===== config.mk =====
export PLATFORM = sky130hd
export DESIGN_NAME = hazard_unit
export DESIGN_NICKNAME = d
export VERILOG_FILES = /design/src/rtl/hazard_unit.sv
export SDC_FILE = /design/constraint.sdc
export NUM_CORES = 1
export LEC_CHECK = 0
export ABC_AREA = 0
export BUFFER_PORTS_ARGS = -buffer_cell sky130_fd_sc_hd__buf_4
export CORE_MARGIN = 4
export CORE_UTILIZATION = 46
export DETAILED_ROUTE_END_ITERATION = 8
export PLACE_DENSITY = 0.77
export SYNTH_ARGS = -nofsm -noshare
export SYNTH_HDL_FRONTEND = slang
export SYNTH_SLANG_ARGS = --single-unit

===== constraint.sdc =====
create_clock -name clk -period 2.15 [get_ports clk]
set_input_delay 0.5375 -clock clk [delete_from_list [all_inputs] [get_ports clk]]
set_output_delay 0.5375 -clock clk [all_outputs]
set_load 0.05 [all_outputs]

===== src/rtl/hazard_unit.sv =====
// hazard_unit
//   ID-stage stall/flush controller. Covers the hazards the EX forwarding unit
//   cannot bypass: load-use dependencies, HI/LO reads or new mul/div issue
//   while the multi-cycle mul/div unit is busy, and wrong-path instructions
//   behind a branch resolved taken in EX. Also counts stall cycles.
//
// Ports
//   clk, rst          clock; synchronous active-high reset
//   rsIFID, rtIFID    source register fields of the instruction in ID
//   UseRsIFID/UseRtIFID  ID instruction actually reads rs / rt
//   HiLoUseIFID       ID instruction is MFHI/MFLO
//   MulDivIFID        ID instruction is MULT/DIV
//   rtIDEX            destination of the load in EX
//   MemReadIDEX       EX instruction is a load
//   MulDivStartIDEX   mul/div issuing from EX this cycle
//   BranchTakenIDEX   branch/jump in EX resolved taken
//   PCWrite, IFIDWrite   front-end write enables (0 = hold)
//   IDEXBubble        ID/EX loads all-zero control
//   IFIDFlush         IF/ID loads a NOP
//   MulDivBusy        mul/div unit busy (registered state)
//   MulDivState       busy-counter FSM state (IDLE/BUSY), for observation
//   StallCount        free-running count of stall cycles, wraps
module hazard_unit #(
  parameter int MULDIV_LATENCY = 4,
  parameter int CNT_W          = 32
) (
  input  logic             clk,
  input  logic             rst,
  input  logic [4:0]       rsIFID,
  input  logic [4:0]       rtIFID,
  input  logic             UseRsIFID,
  input  logic             UseRtIFID,
  input  logic             HiLoUseIFID,
  input  logic             MulDivIFID,
  input  logic [4:0]       rtIDEX,
  input  logic             MemReadIDEX,
  input  logic             MulDivStartIDEX,
  input  logic             BranchTakenIDEX,
  output logic             PCWrite,
  output logic             IFIDWrite,
  output logic             IDEXBubble,
  output logic             IFIDFlush,
  output logic             MulDivBusy,
  output logic [1:0]       MulDivState,
  output logic [CNT_W-1:0] StallCount
);

  typedef enum logic [1:0] {
    IDLE = 2'd0,
    BUSY = 2'd1
  } mdState_t;

  localparam logic [3:0] LATENCY = 4'(MULDIV_LATENCY);

  logic [3:0] busyCnt;
  logic [3:0] busyCntNext;
  mdState_t   state;
  logic       loadUse;
  logic       mdHazard;
  logic       stall;

  // The state is fully encoded by the counter: nonzero means the unit is busy.
  assign state       = (busyCnt != 4'd0) ? BUSY : IDLE;
  assign MulDivState = state;
  assign MulDivBusy  = (state == BUSY);

  // Busy counter: a new issue reloads (priority over decrement). A branch
  // flush does not touch it, since the issued mul/div is older than the branch.
  always_comb begin
    busyCntNext = busyCnt;
    if (MulDivStartIDEX) begin
      busyCntNext = LATENCY;
    end else if (state == BUSY) begin
      busyCntNext = busyCnt - 4'd1;
    end
  end

  always_ff @(posedge clk) begin
    if (rst) begin
      busyCnt <= 4'd0;
    end else begin
      busyCnt <= busyCntNext;
    end
  end

  // Hazard detection. Register 0 never carries a dependency.
  // The MulDivStartIDEX term catches the issue cycle, before busyCnt loads.
  always_comb begin
    loadUse  = MemReadIDEX && (rtIDEX != 5'd0) &&
               ((UseRsIFID && (rtIDEX == rsIFID)) ||
                (UseRtIFID && (rtIDEX == rtIFID)));
    mdHazard = (HiLoUseIFID || MulDivIFID) && (MulDivBusy || MulDivStartIDEX);
    stall    = (loadUse || mdHazard) && !BranchTakenIDEX;
  end

  // Control outputs. A taken branch wins: the ID instruction is on the wrong
  // path, so its stall is cancelled and the redirect proceeds.
  always_comb begin
    PCWrite    = 1'b1;
    IFIDWrite  = 1'b1;
    IDEXBubble = 1'b0;
    IFIDFlush  = 1'b0;
    if (BranchTakenIDEX) begin
      IFIDFlush  = 1'b1;
      IDEXBubble = 1'b1;
    end else if (stall) begin
      PCWrite    = 1'b0;
      IFIDWrite  = 1'b0;
      IDEXBubble = 1'b1;
    end
  end

  // One increment per stalled cycle regardless of how many hazards coincide.
  always_ff @(posedge clk) begin
    if (rst) begin
      StallCount <= '0;
    end else if (stall) begin
      StallCount <= StallCount + 1'b1;
    end
  end

endmodule


==> flow_summary.ini, run 1 <==
[run_status]
status = complete, but fails checks
failed_checks = setup timing

[global_routing]
antenna_found_initial = 0
gr-usage-all-layers = 0.200
overflow = 0
grt_pass1_wl_mm = 8.66
grt_pass1_vias = 1969
grt_start_max_net_pins = 39

[placement]
dpl_cell_area_um2 = 2630
post-dp-hpwl_mm = 3.67
io_buffer_count = 61
gp_congestion = 0.827

[synth]
synth_cell_types = 41
synth-seq-cells = 36
synth_nets = 264
synth_ff_type = dfxtp_1
yosysWarnings = 0
synthTopCellsByArea = dfxtp_1 (36%), a21oi_1 (8.0%), or3_1 (5.3%), xnor2_1 (5.3%), o21ai_1 (4.5%)
syn_area_um2 = 2000
async_flop_share = 0
synthCells = 238
yosysMostFrequentCell = dfxtp_1
synth_top_cell_area_share = 0.361
netlist_top_cells_count = dfxtp_1 (36), a21oi_1 (32), nand2_1 (18), o21ai_1 (18), or3_1 (17)
ys_seq_area_frac = 0.361
synth.largest_area_cell = dfxtp_1
avgSynthCellArea_um2 = 8.40
synth_edf_count = 0

[floorplan]
ioPinCount = 63
core_area_um2 = 4090
die_w_um = 73.9
rows = 23
dieArea_um2 = 5460
start_util = 0.489
die_h_um = 73.9

[timing]
max_freq_mhz = 425
setup_slack_ns = -0.203
setup_violations = 19
finalHoldViolations = 0
whs_ns = 0.438
min_period_over_period = 1.09
rsz0062_at_grt = yes
fin_worst_skew_ns = 0.00501
slew_viol_final = 0
period_needed_ns = 2.35

[final_layout]
syn2layout_area_growth_pct = 53.2
fin_nets = 348
fillCellCount = 304
n_antenna_cell = 0
drive_gt1_frac = 0.480
final_core_util = 0.749
fin_area_um2 = 3060

[hold_path]
hold_path_class = in2reg

[clocking]
cts_sinks = 36
clk_pin_slew_ns = 0.07
htree_num_levels = 2
clkLatencyLatePin_ns = 0.29
clock_path_buffers = 2
cts_tree = yes
root_buffer = clkbuf_8
cts_made_buffers = 5

[detailed_routing]
drtPass1Iterations = 4
postRouteAntennaNets = 0
vias = 2137
drt-initial-drc-count = 137
drc = 0
wl_per_cell_um = 15.2
viasPerCell = 5.73
drt_wl_total_mm = 5.69

[critical_path]
cp-end-kind = primary output
setup.worst_path.start_class = flop
critPathMaxFanout = 4
worst-endpoint-required_ns = 1.61
crit_type = reg2out
crit_arrival_ns = 1.82

[flow_run]
cap_violations = 0

[power_and_ir_drop]
peakVddDrop_uv = 417
p_leak_nw = 1.15
power_density_nw_per_um2 = 498
==> flip-flops by register name, indices dropped and copies added, names as in the netlist <==
name,flops
StallCount,32
busyCnt,4
==> metrics by stage <==
| step | TNS (ns) | worst slack (ns) | cells | total power [mW] |
|---|---|---|---|---|
| 2_1_floorplan | -0.582 | -0.253 | 238 | 0.893 |
| 3_3_place_gp | -5.05 | -0.330 | 356 | 0.984 |
| 3_5_place_dp | -5.98 | -0.373 | 356 | 0.991 |
| 4_1_cts | -0.758 | -0.234 | 369 | 1.52 |
| 5_1_grt | -4.00 | -0.256 | 373 | 1.58 |
| 6_report | -2.24 | -0.203 | 373 | 1.53 |
==> per-layer routing <==
metal	wire (um)	part of all wire	up-vias	GRT usage
li1	-	-	1043	-
met1	2340	0.41	1039	0.232
met2	3060	0.54	42	0.361
met3	204	0.036	13	0.0369
met4	89	0.016	0	0.0744
met5	0	0	-	0
==> where the power goes <==
group | switching, mW | leakage [nW] | internal [mW]
clock | 0.251 | 0.0445 | 0.260
combinational | 0.170 | 0.813 | 0.154
sequential | 0.0117 | 0.294 | 0.678
total | 0.433 | 1.15 | 1.09
==> placed cells by master, fill, tap and decap left out, types with 9 or more instances in the layout <==
cell type	n
o31ai_1	9
a21oi_1	21
xnor2_1	10
a21oi_2	10
or3_1	11
buf_4	75
dfxtp_1	29
o21ai_1	13
buf_6	9
nand2_1	18
==> critical path, stage by stage, from the launching register on <==
cell	delay [ns]
dfxtp_2	0.33
inv_2	0.06
ha_4	0.12
or3b_4	0.38
o22a_4	0.21
a21oi_4	0.17
nand2b_1	0.10
buf_6	0.16
==> final cells by class <==
type	count	area (um2)	share of cell area
Tap cell	50	62.6	0.0204
Clock inverter	1	7.51	0.00245
Multi-Input combinational cell	178	1340	0.437
Inverter	10	42.5	0.0139
Clock buffer	7	86.3	0.0282
Sequential cell	36	729	0.238
Timing Repair Buffer	91	795	0.260
==> path summary, 6_finish.rpt <==
kind                          startpoint                     endpoint  slack [ns]  cells after the start
max              busyCnt[0]$_SDFFE_PP0P_                   IDEXBubble       -0.20                      7
min                      MulDivStartIDEX      busyCnt[0]$_SDFFE_PP0P_        0.44                      2
max reg2reg      busyCnt[0]$_SDFFE_PP0P_  StallCount[21]$_SDFFE_PP0P_       -0.16                     12
min reg2reg  StallCount[31]$_SDFFE_PP0P_  StallCount[31]$_SDFFE_PP0P_        0.50                      2
==> cell families (layout without fill, tap and decap cells) <==
| group | Yosys count | after routing | synth area share |
|---|---|---|---|
| and+or+nand+nor | 92 | 92 | 0.280 |
| AOI/OAI and AO/OA | 67 | 68 | 0.205 |
| DFF | 36 | 36 | 0.361 |
| buffers and inverters | 25 | 109 | 0.0726 |
| xor gates and xnor gates | 13 | 13 | 0.0570 |
| adders and majority gates | 2 | 2 | 0.0125 |
| muxes | 2 | 2 | 0.0106 |
| other | 1 | 1 | 0.00188 |
==> repair_timing <==
action / in CTS / in global routing
hold buffers: 0 / 0
cloned: 1 / 1
gates resized for setup: 17 / 41
pin swaps: 18 / 20
endpoints found under the setup margin: 10 / 30
buffers inserted: 5 / 4
Note: power is estimated with default switching activity, not from simulation.
==> run 2, diff against run 1 <==
--- a/config.mk
+++ b/config.mk
@@ -5,12 +5,14 @@
 export SDC_FILE = /design/constraint.sdc
 export NUM_CORES = 1
 export LEC_CHECK = 0
-export ABC_AREA = 0
+export ABC_AREA = 1
 export BUFFER_PORTS_ARGS = -buffer_cell sky130_fd_sc_hd__buf_4
 export CORE_MARGIN = 4
-export CORE_UTILIZATION = 46
+export CORE_UTILIZATION = 47
 export DETAILED_ROUTE_END_ITERATION = 8
 export PLACE_DENSITY = 0.77
+export RECOVER_POWER = 25
 export SYNTH_ARGS = -nofsm -noshare
 export SYNTH_HDL_FRONTEND = slang
 export SYNTH_SLANG_ARGS = --single-unit
+export TNS_END_PERCENT = 10
==> flow_summary.ini, run 2 <==
[run_status]
status = finished, final reports clean

[floorplan]
dieArea_um2 = 6090
die_h_um = 78.1
rows = 25
start_util = 0.485
die_w_um = 78.1
ioPinCount = 63
core_area_um2 = 4750

[timing]
setup_violations = 0
period_needed_ns = 2.03
relSlewSlack = 0.595
max_freq_mhz = 492
slew_viol_final = 0
finalHoldViolations = 0
min_period_over_period = 0.945
fin_worst_skew_ns = 0.00635
whs_ns = 0.429
rsz0062_at_grt = no
worst_slew_pin_slew_ns = 0.610
final.setup.tns_ns = 0

[detailed_routing]
postRouteAntennaNets = 0
drc = 0
drt_wl_total_mm = 5.54
drtPass1Iterations = 5
drt-initial-drc-count = 122
wl_per_cell_um = 11.1
vias = 2531
viasPerCell = 5.06

[synth]
synth_cell_types = 28
synth_ff_type = dfxtp_1
async_flop_share = 0
synth_edf_count = 0
avgSynthCellArea_um2 = 6.10
synthCells = 378
syn_area_um2 = 2310
synth.largest_area_cell = dfxtp_1
synth-seq-cells = 36
ys_seq_area_frac = 0.312
synth_top_cell_area_share = 0.312
yosysMostFrequentCell = nand2_1
yosysWarnings = 0
synth_nets = 404
netlist_top_cells_count = nand2_1 (97), nor2_1 (67), nand3_1 (46), dfxtp_1 (36), a21oi_1 (35)
synthTopCellsByArea = dfxtp_1 (31%), nand2_1 (16%), nor2_1 (11%), nand3_1 (10%), a21oi_1 (7.6%)

[power_and_ir_drop]
p_leak_nw = 1.21
power_density_nw_per_um2 = 518
p_sw_mw = 0.445
p_int_mw = 1.00
p_comb_frac = 0.217
peakVddDrop_uv = 356
pwr-share-clk = 0.308
sequentialPowerShare = 0.475
swShare = 0.307

[clocking]
cts_tree = yes
root_buffer = clkbuf_8
clkLatencyLatePin_ns = 0.28
cts-resized-gates = 0
cts_made_buffers = 5
clock_path_buffers = 2
htree_num_levels = 2
cts_sinks = 36
cts_setup_buffers = 0
cts_hold_buf = 0
clk_pin_slew_ns = 0.07

[global_routing]
gr-usage-all-layers = 0.187
grt_start_max_net_pins = 65
antenna_found_initial = 0
grt_pass1_wl_mm = 9.42
overflow = 0
grt_pass1_vias = 2259

[final_layout]
layout_commonest_cell = nand2_1
drive_gt1_frac = 0.178
layout_common_cells = nand2_1 (95), nor2_1 (67), buf_4 (48)
reg.largest.list = StallCount: 32 flops, busyCnt: 4 flops
fillCellCount = 488
regMostFlops = StallCount
syn2layout_area_growth_pct = 21.1
largest_reg_flops = 32
n_antenna_cell = 0
fin_nets = 459

[flow_run]
cap_violations = 0

[critical_path]
setup.worst_path.start_class = flop
worst-endpoint-required_ns = 1.61
cp-end-kind = primary output
worst-path-buf-inv = 2
crit_top_cell = nand2_4
setup.worst_path.start = busyCnt[0]$_SDFFE_PP0P_
crit_family = flip-flops
cpMaxStageDelayCell = dfxtp_1
crit_arrival_ns = 1.50
crit_chain = inv_1 > ha_2 > nand2_4 > o22ai_2 > nand2_2 > nand2_4 > buf_4
critPathMaxFanout = 8
crit_type = reg2out
cpPeakStageDelay_ns = 0.33
worstReg2RegStart = StallCount[0]$_SDFFE_PP0P_
r2r_setup_slack_ns = 0.32

[hold_path]
holdCritStartpoint = rst
hold_path_class = in2reg

[placement]
gp_congestion = 0.848
post-dp-hpwl_mm = 4.20
io_buffer_count = 61
## run 2: changes by cell type after synthesis, moves of 7 or more
cell	previous run	this run
inv_1	10	32
nor2_1	9	67
nand2_1	18	97
nor3_1	2	12
nand3_1	7	46
or3_1	17	0
o31ai_1	11	0
or4_1	12	0
inv_2	0	7
o21ai_1	18	1
xnor2_1	12	0
## run 2: cells by family after synthesis
kind of cell	synth area share
and+or+nand+nor	0.466
buffers and inverters	0.121
AOI/OAI and AO/OA	0.0879
DFF	0.312
adders and majority gates	0.0108
other	0.00163
## run 2: per-stage QoR
stage | instance area, um2 | cells | utilization | worst slack, ns | total power, mW
6_report | 2790 | 500 | 0.588 | 0.117 | 1.45
5_1_grt | 2790 | 500 | 0.588 | 0.00533 | 1.53
4_1_cts | 2840 | 500 | 0.598 | 0.0703 | 1.46
3_5_place_dp | 2770 | 493 | 0.582 | 0.169 | 1.02
3_3_place_gp | 2770 | 493 | 0.582 | 0.159 | 1.01
2_1_floorplan | 2320 | 378 | - | 0.0142 | 0.956
## run 2: layout make-up
cell class	count	area, um2	share of cell area
Clock buffer	6	72.6	0.0260
Multi-Input combinational cell	286	1320	0.474
Inverter	41	155	0.0555
Timing Repair Buffer	63	433	0.155
Tap cell	67	83.8	0.0300
Sequential cell	36	721	0.258
Clock inverter	1	5.00	0.00179
## run 2: worst paths after layout
check,endpoint,cells after the start
min reg2reg,busyCnt[0]$_SDFFE_PP0P_,1
max reg2reg,StallCount[26]$_SDFFE_PP0P_,8
min,busyCnt[2]$_SDFFE_PP0P_,2
max,IFIDWrite,7
## run 2: power by group through the flow
stage	logic (mW)	registers (mW)	clock network [mW]
floorplan	0.241	0.715	0
global placement	0.311	0.702	0
detailed placement	0.315	0.702	0
CTS	0.316	0.687	0.460
global route	0.344	0.689	0.493
finish	0.314	0.687	0.446
## run 2: per-layer routing
| layer | up-vias | share of wire | global-route usage |
|---|---|---|---|
| met5 | - | 0 | 0 |
| met4 | 0 | 0.0094 | 0.0507 |
| met3 | 7 | 0.056 | 0.0390 |
| met2 | 66 | 0.47 | 0.328 |
| met1 | 1128 | 0.46 | 0.232 |
| li1 | 1330 | - | - |
==> run 3, diff against run 2 <==
--- a/config.mk
+++ b/config.mk
@@ -8,9 +8,10 @@
 export ABC_AREA = 1
 export BUFFER_PORTS_ARGS = -buffer_cell sky130_fd_sc_hd__buf_4
 export CORE_MARGIN = 4
-export CORE_UTILIZATION = 47
+export CORE_UTILIZATION = 49
+export CTS_BUF_LIST = sky130_fd_sc_hd__clkbuf_4 sky130_fd_sc_hd__clkbuf_8
 export DETAILED_ROUTE_END_ITERATION = 8
-export PLACE_DENSITY = 0.77
+export PLACE_DENSITY = 0.79
 export RECOVER_POWER = 25
 export SYNTH_ARGS = -nofsm -noshare
 export SYNTH_HDL_FRONTEND = slang
==> flow_summary.ini, run 3 (synthesized netlist as in run 2, its figures left out) <==
[critical_path]
crit_family = flip-flops
cp-end-kind = primary output
setup.worst_path.start_class = flop
cpMaxStageDelayCell = dfxtp_2
worst-endpoint-required_ns = 1.61
worst-path-buf-inv = 2
critPathMaxFanout = 8
crit_type = reg2out
crit_top_cell = nand2_4
cpPeakStageDelay_ns = 0.34
crit_arrival_ns = 1.49
reg2reg_depth = 8
crit_chain = inv_1 > ha_1 > nand2_4 > o22ai_2 > nand2_2 > nand2_4 > buf_4
critical_path_depth = 7

[detailed_routing]
wl_per_cell_um = 11.3
drt_wl_total_mm = 5.50
viasPerCell = 5.15
wl_met3_um = 322
vias = 2510
drt-initial-drc-count = 97
met2_length_mm = 2.59
wl_met1_mm = 2.54
drtPass1Iterations = 6
postRouteAntennaNets = 0
top_layer_used = met4
drc = 0

[global_routing]
grt_pass1_wl_mm = 9.69
overflow = 0
antenna_found_initial = 0
grt_pass1_vias = 2265
gr-usage-all-layers = 0.194
grt_start_max_net_pins = 39

[timing]
setup_violations = 0
max_freq_mhz = 492
fin_worst_skew_ns = 0.0116
rsz0062_at_grt = no
finalHoldViolations = 0
worst_slew_pin_slew_ns = 0.624
slew_viol_final = 0
relSlewSlack = 0.586
min_period_over_period = 0.945
period_needed_ns = 2.03
final.setup.tns_ns = 0

[floorplan]
die_h_um = 76.6
core_area_um2 = 4440
die_w_um = 76.6
ioPinCount = 63
start_util = 0.519
dieArea_um2 = 5870
rows = 24

[power_and_ir_drop]
power_density_nw_per_um2 = 547
peakVddDrop_uv = 358
p_sw_mw = 0.473
pwr-share-clk = 0.346
swShare = 0.310
finalPower_mw = 1.52
p_int_mw = 1.05
p_comb_frac = 0.203
sequentialPowerShare = 0.451
p_leak_nw = 1.22

[clocking]
htree_num_levels = 2
root_buffer = clkbuf_8
clkLatencyLatePin_ns = 0.29
cts_setup_buffers = 0
clock_path_buffers = 2
cts_tree = yes
cts_sinks = 36
cts-resized-gates = 0
cts_made_buffers = 5
cts_hold_buf = 0
clk_pin_slew_ns = 0.07

[final_layout]
regMostFlops = StallCount
layout_commonest_cell = nand2_1
syn2layout_area_growth_pct = 20.9
n_antenna_cell = 0
layout_common_cells = nand2_1 (95), nor2_1 (67), buf_4 (50)
reg.largest.list = StallCount: 32 flops, busyCnt: 4 flops
drive_gt1_frac = 0.184
largest_reg_flops = 32
fin_nets = 460

[run_status]
status = finished, final reports clean

[hold_path]
hold-path-cell-count = 2
hold_path_class = in2reg

[flow_run]
cap_violations = 0

[placement]
post-dp-hpwl_mm = 4.28
gp_congestion = 0.856
io_buffer_count = 61
[run 3: final timing paths]
kind,from,to,slack [ns]
worst min register to register,busyCnt[0]$_SDFFE_PP0P_,busyCnt[0]$_SDFFE_PP0P_,0.45
worst min-delay path,rst,busyCnt[2]$_SDFFE_PP0P_,0.42
worst max-delay path,busyCnt[0]$_SDFFE_PP0P_,PCWrite,0.12
worst max register to register,StallCount[0]$_SDFFE_PP0P_,StallCount[26]$_SDFFE_PP0P_,0.31
[run 3: layer usage]
| layer | global-route usage | vias up |
|---|---|---|
| met1 | 0.236 | 1123 |
| li1 | - | 1315 |
| met2 | 0.334 | 67 |
| met5 | 0 | - |
| met3 | 0.0532 | 5 |
| met4 | 0.0543 | 0 |
[run 3: final cells by class]
cell class                 instances  area [um2]
fill                             475        1660
clock buffer                       7        90.1
clock inverter                     1        7.51
tap                               52        65.1
inverter                          41         155
sequential                        36         722
multi-input combinational        286        1320
timing repair buffer              64         428
[run 3: stage by stage]
step,instance area [um2],hold slack [ns],instances,setup slack (ns),util
after global placement,2740,0.464,479,0.179,0.617
after global routing,2790,0.411,487,0.0205,0.628
final,2790,0.422,487,0.118,0.628
after floorplan,2320,0.444,378,0.0142,-
after CTS,2840,0.413,487,0.0749,0.639
after detailed placement,2740,0.491,479,0.149,0.617
[run 3: power groups by stage]
stage	registers (mW)	clock network [mW]	logic (mW)
3_3_place_gp	0.702	0	0.306
3_5_place_dp	0.703	0	0.312
5_1_grt	0.689	0.575	0.342
4_1_cts	0.687	0.543	0.312
6_report	0.687	0.528	0.309
2_1_floorplan	0.715	0	0.241
[run 3: worst register-to-register path, cell delays in order, from the launching register on]
cell	delay, ns
dfxtp_1	0.41
ha_1	0.21
nand3_1	0.15
nor3_4	0.21
nand3_1	0.18
nor3_1	0.36
nand3_1	0.12
nand2_1	0.07
nor2_1	0.04
